<file path="src/rtl/tail_light_pkg.sv">
// Shared mode encoding, bank constants and turn-pattern tables for the
// rear tail-light controller.
package tail_light_pkg;

  typedef enum logic [1:0] {
    MODE_IDLE   = 2'd0,
    MODE_LEFT   = 2'd1,
    MODE_RIGHT  = 2'd2,
    MODE_HAZARD = 2'd3
  } mode_e;

  localparam logic [2:0] BANK_OFF = 3'b111;
  localparam logic [2:0] BANK_ON  = 3'b000;

  // Indexed by step; lamps are active-low and fill from the inner lamp outward.
  localparam logic [3:0][2:0] LEFT_PAT  = {3'b000, 3'b100, 3'b110, 3'b111};
  localparam logic [3:0][2:0] RIGHT_PAT = {3'b000, 3'b001, 3'b011, 3'b111};

  function automatic mode_e decode_mode(input logic left, input logic right,
                                        input logic hazard);
    mode_e m;
    if (hazard || (left && right)) begin
      m = MODE_HAZARD;
    end else if (left) begin
      m = MODE_LEFT;
    end else if (right) begin
      m = MODE_RIGHT;
    end else begin
      m = MODE_IDLE;
    end
    return m;
  endfunction

endpackage

</file>
<file path="src/rtl/step_tick_gen.sv">
// Free-running prescaler producing a one-cycle step tick every 2^DIV_W clocks;
// clr restarts the period so a new mode always gets a full first step.
module step_tick_gen #(
  parameter int DIV_W = 24
) (
  input  logic clk,
  input  logic rst,
  input  logic clr,
  output logic tick
);

  logic [DIV_W-1:0] cnt_q;
  logic [DIV_W-1:0] cnt_d;

  always_comb begin
    cnt_d = cnt_q + DIV_W'(1);
    if (clr) begin
      cnt_d = '0;
    end
  end

  always_ff @(posedge clk or negedge rst) begin
    if (!rst) begin
      cnt_q <= '0;
    end else begin
      cnt_q <= cnt_d;
    end
  end

  assign tick = &cnt_q;

endmodule

</file>
<file path="src/rtl/tail_light_ctrl.sv">
// Rear tail-light sequencer: synchronizes driver requests, arbitrates a mode,
// steps the turn pattern at the prescaled rate and registers the lamp vector.
module tail_light_ctrl
  import tail_light_pkg::*;
#(
  parameter int DIV_W = 24
) (
  input  logic       clk,
  input  logic       rst,
  input  logic       l,
  input  logic       r,
  input  logic       haz,
  input  logic       brk,
  output logic [5:0] led,
  output logic [1:0] state
);

  logic [3:0] req;
  logic [3:0] sync1_q;
  logic [3:0] sync2_q;
  logic       l_s, r_s, haz_s, brk_s;

  mode_e      state_q, state_d;
  logic [1:0] step_q, step_d;
  logic [5:0] led_q, led_d;
  logic       state_chg;
  logic       tick;
  logic [2:0] brake_bank;

  assign req   = {brk, haz, r, l};
  assign l_s   = sync2_q[0];
  assign r_s   = sync2_q[1];
  assign haz_s = sync2_q[2];
  assign brk_s = sync2_q[3];

  step_tick_gen #(
    .DIV_W(DIV_W)
  ) u_tick (
    .clk (clk),
    .rst (rst),
    .clr (state_chg),
    .tick(tick)
  );

  always_comb begin
    state_d    = decode_mode(l_s, r_s, haz_s);
    state_chg  = (state_d != state_q);
    brake_bank = brk_s ? BANK_ON : BANK_OFF;

    // A mode change restarts the pattern even if a tick lands on the same edge.
    step_d = step_q;
    if (state_chg || (state_q == MODE_IDLE)) begin
      step_d = 2'd0;
    end else if (tick) begin
      step_d = step_q + 2'd1;
    end

    led_d = {BANK_OFF, BANK_OFF};
    case (state_q)
      MODE_IDLE:   led_d = {brake_bank, brake_bank};
      MODE_LEFT:   led_d = {LEFT_PAT[step_q], brake_bank};
      MODE_RIGHT:  led_d = {brake_bank, RIGHT_PAT[step_q]};
      MODE_HAZARD: led_d = step_q[0] ? {BANK_ON, BANK_ON} : {BANK_OFF, BANK_OFF};
      default:     led_d = {BANK_OFF, BANK_OFF};
    endcase
  end

  always_ff @(posedge clk or negedge rst) begin
    if (!rst) begin
      sync1_q <= '0;
      sync2_q <= '0;
      state_q <= MODE_IDLE;
      step_q  <= 2'd0;
      led_q   <= {BANK_OFF, BANK_OFF};
    end else begin
      sync1_q <= req;
      sync2_q <= sync1_q;
      state_q <= state_d;
      step_q  <= step_d;
      led_q   <= led_d;
    end
  end

  assign led   = led_q;
  assign state = state_q;

endmodule

</file>
<file path="config.mk">
export PLATFORM = sky130hd
export DESIGN_NAME = tail_light_ctrl
export DESIGN_NICKNAME = d
export VERILOG_FILES = /design/src/rtl/tail_light_pkg.sv /design/src/rtl/step_tick_gen.sv /design/src/rtl/tail_light_ctrl.sv
export SDC_FILE = /design/constraint.sdc
export NUM_CORES = 1
export LEC_CHECK = 0
export ABC_AREA = 1
export BUFFER_PORTS_ARGS = -buffer_cell sky130_fd_sc_hd__buf_4
export CAP_MARGIN = 10
export CORE_ASPECT_RATIO = 0.5
export CORE_MARGIN = 10
export CORE_UTILIZATION = 35
export CTS_BUF_LIST = sky130_fd_sc_hd__clkbuf_4 sky130_fd_sc_hd__clkbuf_8
export DETAILED_ROUTE_END_ITERATION = 16
export HOLD_SLACK_MARGIN = 0.02
export PLACE_DENSITY_LB_ADDON = 0.15
export REMOVE_ABC_BUFFERS = 1
export SYNTH_ARGS = -nofsm -noshare
export SYNTH_HDL_FRONTEND = slang
export SYNTH_SLANG_ARGS = --single-unit
export TNS_END_PERCENT = 1
</file>
<file path="constraint.sdc">
create_clock -name clk -period 1.8 [get_ports clk]
set_input_delay 0.09 -clock clk [delete_from_list [all_inputs] [get_ports clk]]
set_output_delay 0.09 -clock clk [all_outputs]
set_load 0.005 [all_outputs]
</file>
Yosys cells after proc, flatten, opt, wreduce, memory -nomap -nowiden
Cells that the tools add are included.

word-level totals
  logic and storage cells = 32
  input port bits = 6
  register bits = 42

cells by class
  mux-type cells = 13
  reductions and logical operators = 6
  magnitude comparators = 1
  equality and inequality tests = 4
  add/subtract/negate cells = 2

operators by type and width
  operator                 number
  $add A24 B1 Y24 const B  1
  $mux W24                 1
  $pmux W6 S4              1
  $reduce_and A24 Y1       1
  $bmux W3 S2              2
  $mux W2                  5
  $mux W3                  3
  $mux W6                  1
  $eq A2 B2 Y1 const B     2
  $lt A2 B3 Y1 const B     1
  $add A2 B1 Y2 const B    1
  $eq A2 B1 Y1 const B     1
  $logic_not A2 Y1         1
  $logic_or A1 B1 Y1       2
  $ne A2 B2 Y1             1
  $reduce_bool A2 Y1       1
  $logic_and A1 B1 Y1      1

Longest topological paths before layout
Gate-level depths: netlist of run 1.

  depth in word-level cells = 6
  mapped depth = 9
  mapped depth without buffers = 9

Modules after synthesis
Synthesis of run 1 repeated with hierarchy kept, for this count alone.

second synthesis, totals
  cells, all modules = 236
  area total of the unflattened synthesis = 2058.2 um^2

modules (own cells, without submodules)
  module           cells an instance  area each (um^2)  sequential area each (um^2)  times used
  step_tick_gen    176                1391.3            600.6                        1
  tail_light_ctrl  60                 666.9             457.9                        1

Worst setup path after synthesis of run 1
OpenSTA, ideal clock, no wires.

  path type = register to register
  start point = register u_tick.cnt_q[0]
  end point = register u_tick.cnt_q[16]
  clock period less this slack = 1.325 ns
  arrival time = 1.204 ns
  stages on the path, launching flop included = 9
  setup time = 0.121 ns
  required time = 1.679 ns
  setup slack = 0.475 ns
  cells stage by stage = dfrtp_1 -> ha_1 -> nand2_2 -> nor2_4 -> nand3_2 -> nor2_1 -> nand2_1 -> nor2_1 -> nor2_1

between the ends
  word-level cells in the longest chain between the ends = 2

RTL lines
  what                        line                 RTL
  start, declared             step_tick_gen.sv:12  logic [DIV_W-1:0] cnt_q;
  start signal, assigned      step_tick_gen.sv:26  cnt_q <= cnt_d;
  $add A24 B1 Y24             step_tick_gen.sv:16  cnt_d = cnt_q + DIV_W'(1);
  $mux W24                    step_tick_gen.sv:17  if (clr) begin
  named net u_tick.cnt_d[16]  step_tick_gen.sv:13  logic [DIV_W-1:0] cnt_d;

The timed path passes the listed nets, and every way through them passes these cells.
A chain may end at the register's enable or synchronous reset.

Final worst setup path of run 1
  start point = register u_tick.cnt_q[0]
  end point = register u_tick.cnt_q[18]

Same word-level chain as after synthesis.

==> impl_metrics.env, run 1 <==
export IMPL_status="finished, final reports clean"
export IMPL_port_buffers=13
export IMPL_die_area_mm2=0.00949
export IMPL_grt_pass1_vias=1531
export IMPL_wl_um=3920
export IMPL_numCtsBuffers=5
export IMPL_hpwl_um=2820
export IMPL_vias_per_cell=4.56
export IMPL_drtIter0Drc=66
export IMPL_critPathArrivalTime_ns=1.70
export IMPL_power_density_mw_per_mm2=831
export IMPL_required_ns=1.98
export IMPL_worst_pin_slew_ns=0.535
export IMPL_fin_crit_sh_pct=84.5
export IMPL_start_util_pct=36.8
export IMPL_clock_sinks=42
export IMPL_ir_drop_uv=379
export IMPL_die_y_um=74.1
export IMPL_switching_share_pct=23.4
export IMPL_cts_htree_levels=2
export IMPL_dominantRegCellSynth="dfrtp_1"
export IMPL_clock_latency_ns=0.29
export IMPL_crit_path_start_kind="register"
export IMPL_avgRoutedWirePerCell_um=11.6
export IMPL_fp_dieW_um=128
export IMPL_yosys_area_top_type_share_pct=44.0
export IMPL_hold_violations=0
export IMPL_syn_inst=240
export IMPL_grt_usage_pct=8.92
export IMPL_grt_max_degree=43
export IMPL_yosysSeqAreaShare_pct=51.7
export IMPL_p_int_mw=1.52
export IMPL_ys_ff_latch=42
export IMPL_clkTransAtPathRegs_ns=0.08
export IMPL_post_cts_buffers=0
export IMPL_rsz0062_at_grt="no"
export IMPL_synth_area_per_cell_um2=8.53
export IMPL_core_mm2=0.00556
export IMPL_synth_cell_types=26
export IMPL_first_pass_iters=4
export IMPL_rows=19
export IMPL_finalNonFillerCells=337
export IMPL_drive_gt1_share_pct=18.9
export IMPL_slew_violations=0
export IMPL_critical_path_class="reg -> reg"
export IMPL_finalCriticalPeriod_ns=1.52
export IMPL_synthTopCellsByArea="dfrtp_1 (44%), nand2_1 (9.9%), nor2_1 (8.4%)"
export IMPL_synth_warnings=0
export IMPL_setup_tns_ns=0
export IMPL_cellLeakagePower_nw=1.05
export IMPL_fmaxAchievable_mhz=658
export IMPL_relSlewSlack_pct=64.3
export IMPL_cts_root_buf="clkbuf_8"
export IMPL_nNetsFinal=272
export IMPL_grt_ovfl_total=0
export IMPL_ioPinCount=14
export IMPL_yosys_top_cells_count="nand2_1 (54), nor2_1 (46), dfrtp_1 (36)"
export IMPL_grt_antenna_before_repair=0
export IMPL_cts_tree="built"
export IMPL_setup_viol=0
export IMPL_num_antenna_cells=0
export IMPL_syn_area_mm2=0.00205
export IMPL_synth_async_sr_flop_share_pct=100
export IMPL_yosysMostFrequentCell="nand2_1"
export IMPL_min_path_type="in -> async"
export IMPL_p_clk_share_pct=38.2
export IMPL_clk_path_buf_depth=2
export IMPL_dp_cells=324
export IMPL_cp_end_kind="register"
export IMPL_p_switching_uw=463
export IMPL_dr_total_vias=1538
export IMPL_synthToLayoutAreaGrowth_pct=16.6
export IMPL_synth_top_area_cell="dfrtp_1"
export IMPL_synth_edff_count=0
export IMPL_postRouteAntennaNets=0
export IMPL_skew_ns=0.00816
export IMPL_grt_pass1_wl_um=6890
export IMPL_comb_power_share_pct=9.7
export IMPL_critPathMaxFanout=5
export IMPL_remaining_drc_errors=0
export IMPL_p_seq_share_pct=52.2
export IMPL_maxCapViolCount=0
export IMPL_place_congestion=0.754
==> cell usage in the layout (no fill, tap or decap), drive strengths merged <==
master,instances
ha,3
inv,26
a21oi,7
o211ai,2
clkinvlp,1
o21a,2
nand3,12
nor3,5
bufinv,1
nand2,62
dfstp,6
nand3b,2
nand4,4
clkbuf,6
o31ai,3
o21ai,6
dlygate4sd3,5
nor2,55
xnor2,1
xor2,5
buf,14
dfrtp,36
==> worst max-delay path, stage by stage (launching register included) <==
cell	delay (ns)
dfrtp_1	0.41
ha_1	0.22
nand2_2	0.10
nor2_4	0.19
nand3b_1	0.14
nor2_1	0.18
nand2_1	0.07
nand2_1	0.06
nor2_1	0.04
==> through the flow <==
step / power [mW] / hold WS (ns) / util, % / worst slack, ns / area, um2
2_1_floorplan: 1.14 / -0.206 / - / 0.475 / 2030
3_3_place_gp: 1.24 / 0.110 / 39.9 / 0.312 / 2220
3_5_place_dp: 1.24 / 0.115 / 39.9 / 0.280 / 2220
4_1_cts: 2.01 / 0.335 / 42.9 / 0.264 / 2390
5_1_grt: 2.08 / 0.358 / 42.9 / 0.144 / 2390
6_report: 1.98 / 0.322 / 42.9 / 0.279 / 2390
==> registers in the layout, indices dropped and copies added (netlist names) <==
name,cells
led,6
u_tick.cnt_q,24
step_q,2
sync2_q,4
state,2
sync1_q,4
==> cell type report <==
| class | instances | area, um2 |
|---|---|---|
| Multi-Input combinational cell | 169 | 870 |
| Tap cell | 73 | 91.3 |
| Clock inverter | 2 | 37.5 |
| Inverter | 26 | 97.6 |
| Sequential cell | 42 | 1060 |
| Timing Repair Buffer | 19 | 155 |
| Clock buffer | 6 | 76.3 |
| Fill cell | 546 | 3180 |
==> worst paths after layout <==
check | from | to | slack [ns] | depth (start not counted)
max | u_tick.cnt_q[0]$_DFF_PN0_ | u_tick.cnt_q[18]$_DFF_PN0_ | 0.28 | 8
min | rst | u_tick.cnt_q[11]$_DFF_PN0_ | 0.32 | 2
max reg2reg | u_tick.cnt_q[0]$_DFF_PN0_ | u_tick.cnt_q[18]$_DFF_PN0_ | 0.28 | 8
min reg2reg | sync1_q[0]$_DFF_PN0_ | sync2_q[0]$_DFF_PN0_ | 0.35 | 0
max in group asynchronous | rst | led[3]$_DFF_PN1_ | 1.11 | 2
min in group clk | sync1_q[0]$_DFF_PN0_ | sync2_q[0]$_DFF_PN0_ | 0.35 | 0
==> per-layer routing <==
layer  GRT usage (%)  vias up  wire length, um  share of wire (%)
met1            10.5      713             1960                 50
li1                -      803                -                  -
met4            3.97        0               37               0.94
met3            3.12        4              172                4.4
met2            14.7       18             1750                 45
met5               0        -                0                  0
==> timing repair <==
action / 4_1_cts / 5_1_grt
endpoints found under the hold margin: 40 / 0
hold buffers: 5 / 0
resized for setup: 0 / 0
==> power groups by stage <==
| stage | logic (mW) | registers, mW | clock network, mW |
|---|---|---|---|
| 2_1_floorplan | 0.0912 | 1.05 | 0 |
| 3_3_place_gp | 0.187 | 1.05 | 0 |
| 3_5_place_dp | 0.187 | 1.05 | 0 |
| 4_1_cts | 0.196 | 1.03 | 0.784 |
| 5_1_grt | 0.224 | 1.04 | 0.815 |
| 6_report | 0.191 | 1.03 | 0.757 |
==> logic make-up (layout without fill, tap and decap cells) <==
family | after synthesis | in the layout | share of synthesized area, %
xor gates and xnor gates | 6 | 6 | 2.57
DFF | 42 | 42 | 51.7
AOI/OAI and AO/OA | 20 | 20 | 5.74
and+or+nand+nor | 140 | 140 | 32.3
buffers and inverters | 29 | 53 | 5.81
adders and majority gates | 3 | 3 | 1.83
(Power assumes the default switching activity.)
==> run 2: changes to the inputs <==
==> constraint.sdc (replaced) <==
create_clock -name clk -period 1.45 [get_ports clk]
set_input_delay 0.0725 -clock clk [delete_from_list [all_inputs] [get_ports clk]]
set_output_delay 0.0725 -clock clk [all_outputs]
set_load 0.005 [all_outputs]
==> impl_metrics.env, run 2 (same netlist as run 1, synthesis figures left out) <==
export IMPL_hpwl_um=2800
export IMPL_drive_gt1_share_pct=21.9
export IMPL_drtIter0Drc=81
export IMPL_final_common_cell="nand2_1"
export IMPL_place_congestion=0.835
export IMPL_critPathArrivalTime_ns=1.58
export IMPL_grt_max_degree=43
export IMPL_finalNonFillerCells=342
export IMPL_layout_area_seq_mm2=0.00106
export IMPL_core_mm2=0.00556
export IMPL_worst_pin_slew_ns=0.534
export IMPL_status="finished, final reports clean"
export IMPL_critPathMaxStageDelay_ns=0.36
export IMPL_slew_violations=0
export IMPL_clkTransAtPathRegs_ns=0.08
export IMPL_first_pass_iters=4
export IMPL_synthToLayoutAreaGrowth_pct=18.6
export IMPL_post_place_ws_ns=0.0706
export IMPL_dp_cells=328
export IMPL_skew_ns=0.00963
export IMPL_critical_path_class="reg -> reg"
export IMPL_cp_depth=8
export IMPL_path_delay_family="simple AND/OR/NAND/NOR gates"
export IMPL_relSlewSlack_pct=64.4
export IMPL_start_util_pct=36.8
export IMPL_grt_pass1_vias=1525
export IMPL_ioPinCount=14
export IMPL_remaining_drc_errors=0
export IMPL_r2r_end="u_tick.cnt_q[18]$_DFF_PN0_"
export IMPL_final_cell_area_mm2=0.00243
export IMPL_rows=19
export IMPL_regMostFlops="u_tick.cnt_q"
export IMPL_critPathMaxFanout=5
export IMPL_nFillCells=563
export IMPL_ir_drop_uv=514
export IMPL_rsz0062_at_grt="yes"
export IMPL_setup_tns_ns=0
export IMPL_cp_end_kind="register"
export IMPL_postRouteAntennaNets=0
export IMPL_fin_crit_sh_pct=95.5
export IMPL_path_cells="ha_2, nand2_4, nor2_4, nand3b_1, nor2_2, nand2_1, nand2_1, nor2_1"
export IMPL_setup_viol=0
export IMPL_grt_antenna_before_repair=0
export IMPL_cellLeakagePower_nw=1.08
export IMPL_place_area_mm2=0.00225
export IMPL_wl_um=3900
export IMPL_cts_root_buf="clkbuf_8"
export IMPL_grt_pass1_wl_um=7090
export IMPL_hold_violations=0
export IMPL_avgRoutedWirePerCell_um=11.4
export IMPL_clock_sinks=42
export IMPL_nNetsFinal=277
export IMPL_setup_slack_ns=0.0651
export IMPL_port_buffers=13
export IMPL_crit_path_start_kind="register"
export IMPL_r2r_start="u_tick.cnt_q[0]$_DFF_PN0_"
export IMPL_vias_per_cell=4.49
export IMPL_cts_htree_levels=2
export IMPL_worst_r2r_path_depth=8
export IMPL_path_common_cell="nand2_1"
export IMPL_min_path_type="in -> async"
export IMPL_required_ns=1.65
export IMPL_largest_reg_flops=24
export IMPL_numCtsBuffers=5
export IMPL_fmaxAchievable_mhz=722
export IMPL_critPathBufInv=0
export IMPL_multi_input_area_um2=897
export IMPL_clock_latency_ns=0.31
export IMPL_r2r_setup_slack_ns=0.07
export IMPL_holdWs_ns=0.290
export IMPL_grt_usage_pct=9.36
export IMPL_grt_ovfl_total=0
export IMPL_layout_common_cells="nand2_1 (54), nor2_1 (43), dfrtp_1 (36), inv_1 (23), buf_4 (19)"
export IMPL_fp_dieW_um=128
export IMPL_die_y_um=74.1
export IMPL_maxCapViolCount=0
export IMPL_clk_path_buf_depth=2
export IMPL_cts_tree="built"
export IMPL_finalCriticalPeriod_ns=1.38
export IMPL_slowest_stage="dfrtp_1"
export IMPL_power_density_mw_per_mm2=948
export IMPL_num_antenna_cells=0
export IMPL_dr_total_vias=1535
export IMPL_die_area_mm2=0.00949
run 2: cell types whose count changed in the layout (fill, tap and decap cells not counted), sizes merged:
cell | previous run | this run
clkinv | 0 | 2
buf | 14 | 19
clkbuf | 6 | 5
bufinv | 1 | 0
run 2: repair_timing:
item	CTS	global route
endpoints found under the setup margin	0	10
setup buffers	0	1
hold buffers	5	0
endpoints found under the hold margin	40	0
resized for setup	0	7
run 2: through the flow:
step           utilization [%]  power (mW)
4_1_cts                   43.0        2.33
3_5_place_dp              40.5        1.55
3_3_place_gp              40.5        1.55
5_1_grt                   43.6        2.44
6_report                  43.6        2.30
2_1_floorplan                -        1.42
run 2: metal layers:
layer  GRT usage [%]  share of wire [%]  up-vias
met5               0                  0        -
met4            5.21                2.4        0
met3            3.19                4.6        8
met2            14.2                 42       23
met1            11.6                 51      695
li1                -                  -      809
run 2: layout make-up:
type	count	share of cell area (%)
flip-flops and latches	42	43.6
clock inverters	3	0.876
repair buffers	24	7.94
inverters	26	4.02
well taps	73	3.76
clock buffers	5	2.84
multi-input cells	169	37.0
run 2: power by group:
group | leakage (nW) | switching [mW] | internal [mW]
combinational | 0.496 | 0.138 | 0.118
clock | 0.0441 | 0.431 | 0.338
sequential | 0.537 | 0.0303 | 1.25
total | 1.08 | 0.599 | 1.70
run 2: worst max path at each step:
| stage | startpoint | end | slack, ns |
|---|---|---|---|
| after CTS | u_tick.cnt_q[0]$_DFF_PN0_ | u_tick.cnt_q[16]$_DFF_PN0_ | 0.07 |
| after global placement | u_tick.cnt_q[0]$_DFF_PN0_ | u_tick.cnt_q[16]$_DFF_PN0_ | 0.10 |
| after global routing | u_tick.cnt_q[0]$_DFF_PN0_ | u_tick.cnt_q[18]$_DFF_PN0_ | -0.08 |
| after floorplan | u_tick.cnt_q[0]$_DFF_PN0_ | u_tick.cnt_q[16]$_DFF_PN0_ | 0.12 |
| after detailed placement | u_tick.cnt_q[0]$_DFF_PN0_ | u_tick.cnt_q[16]$_DFF_PN0_ | 0.07 |
| final | u_tick.cnt_q[0]$_DFF_PN0_ | u_tick.cnt_q[18]$_DFF_PN0_ | 0.07 |
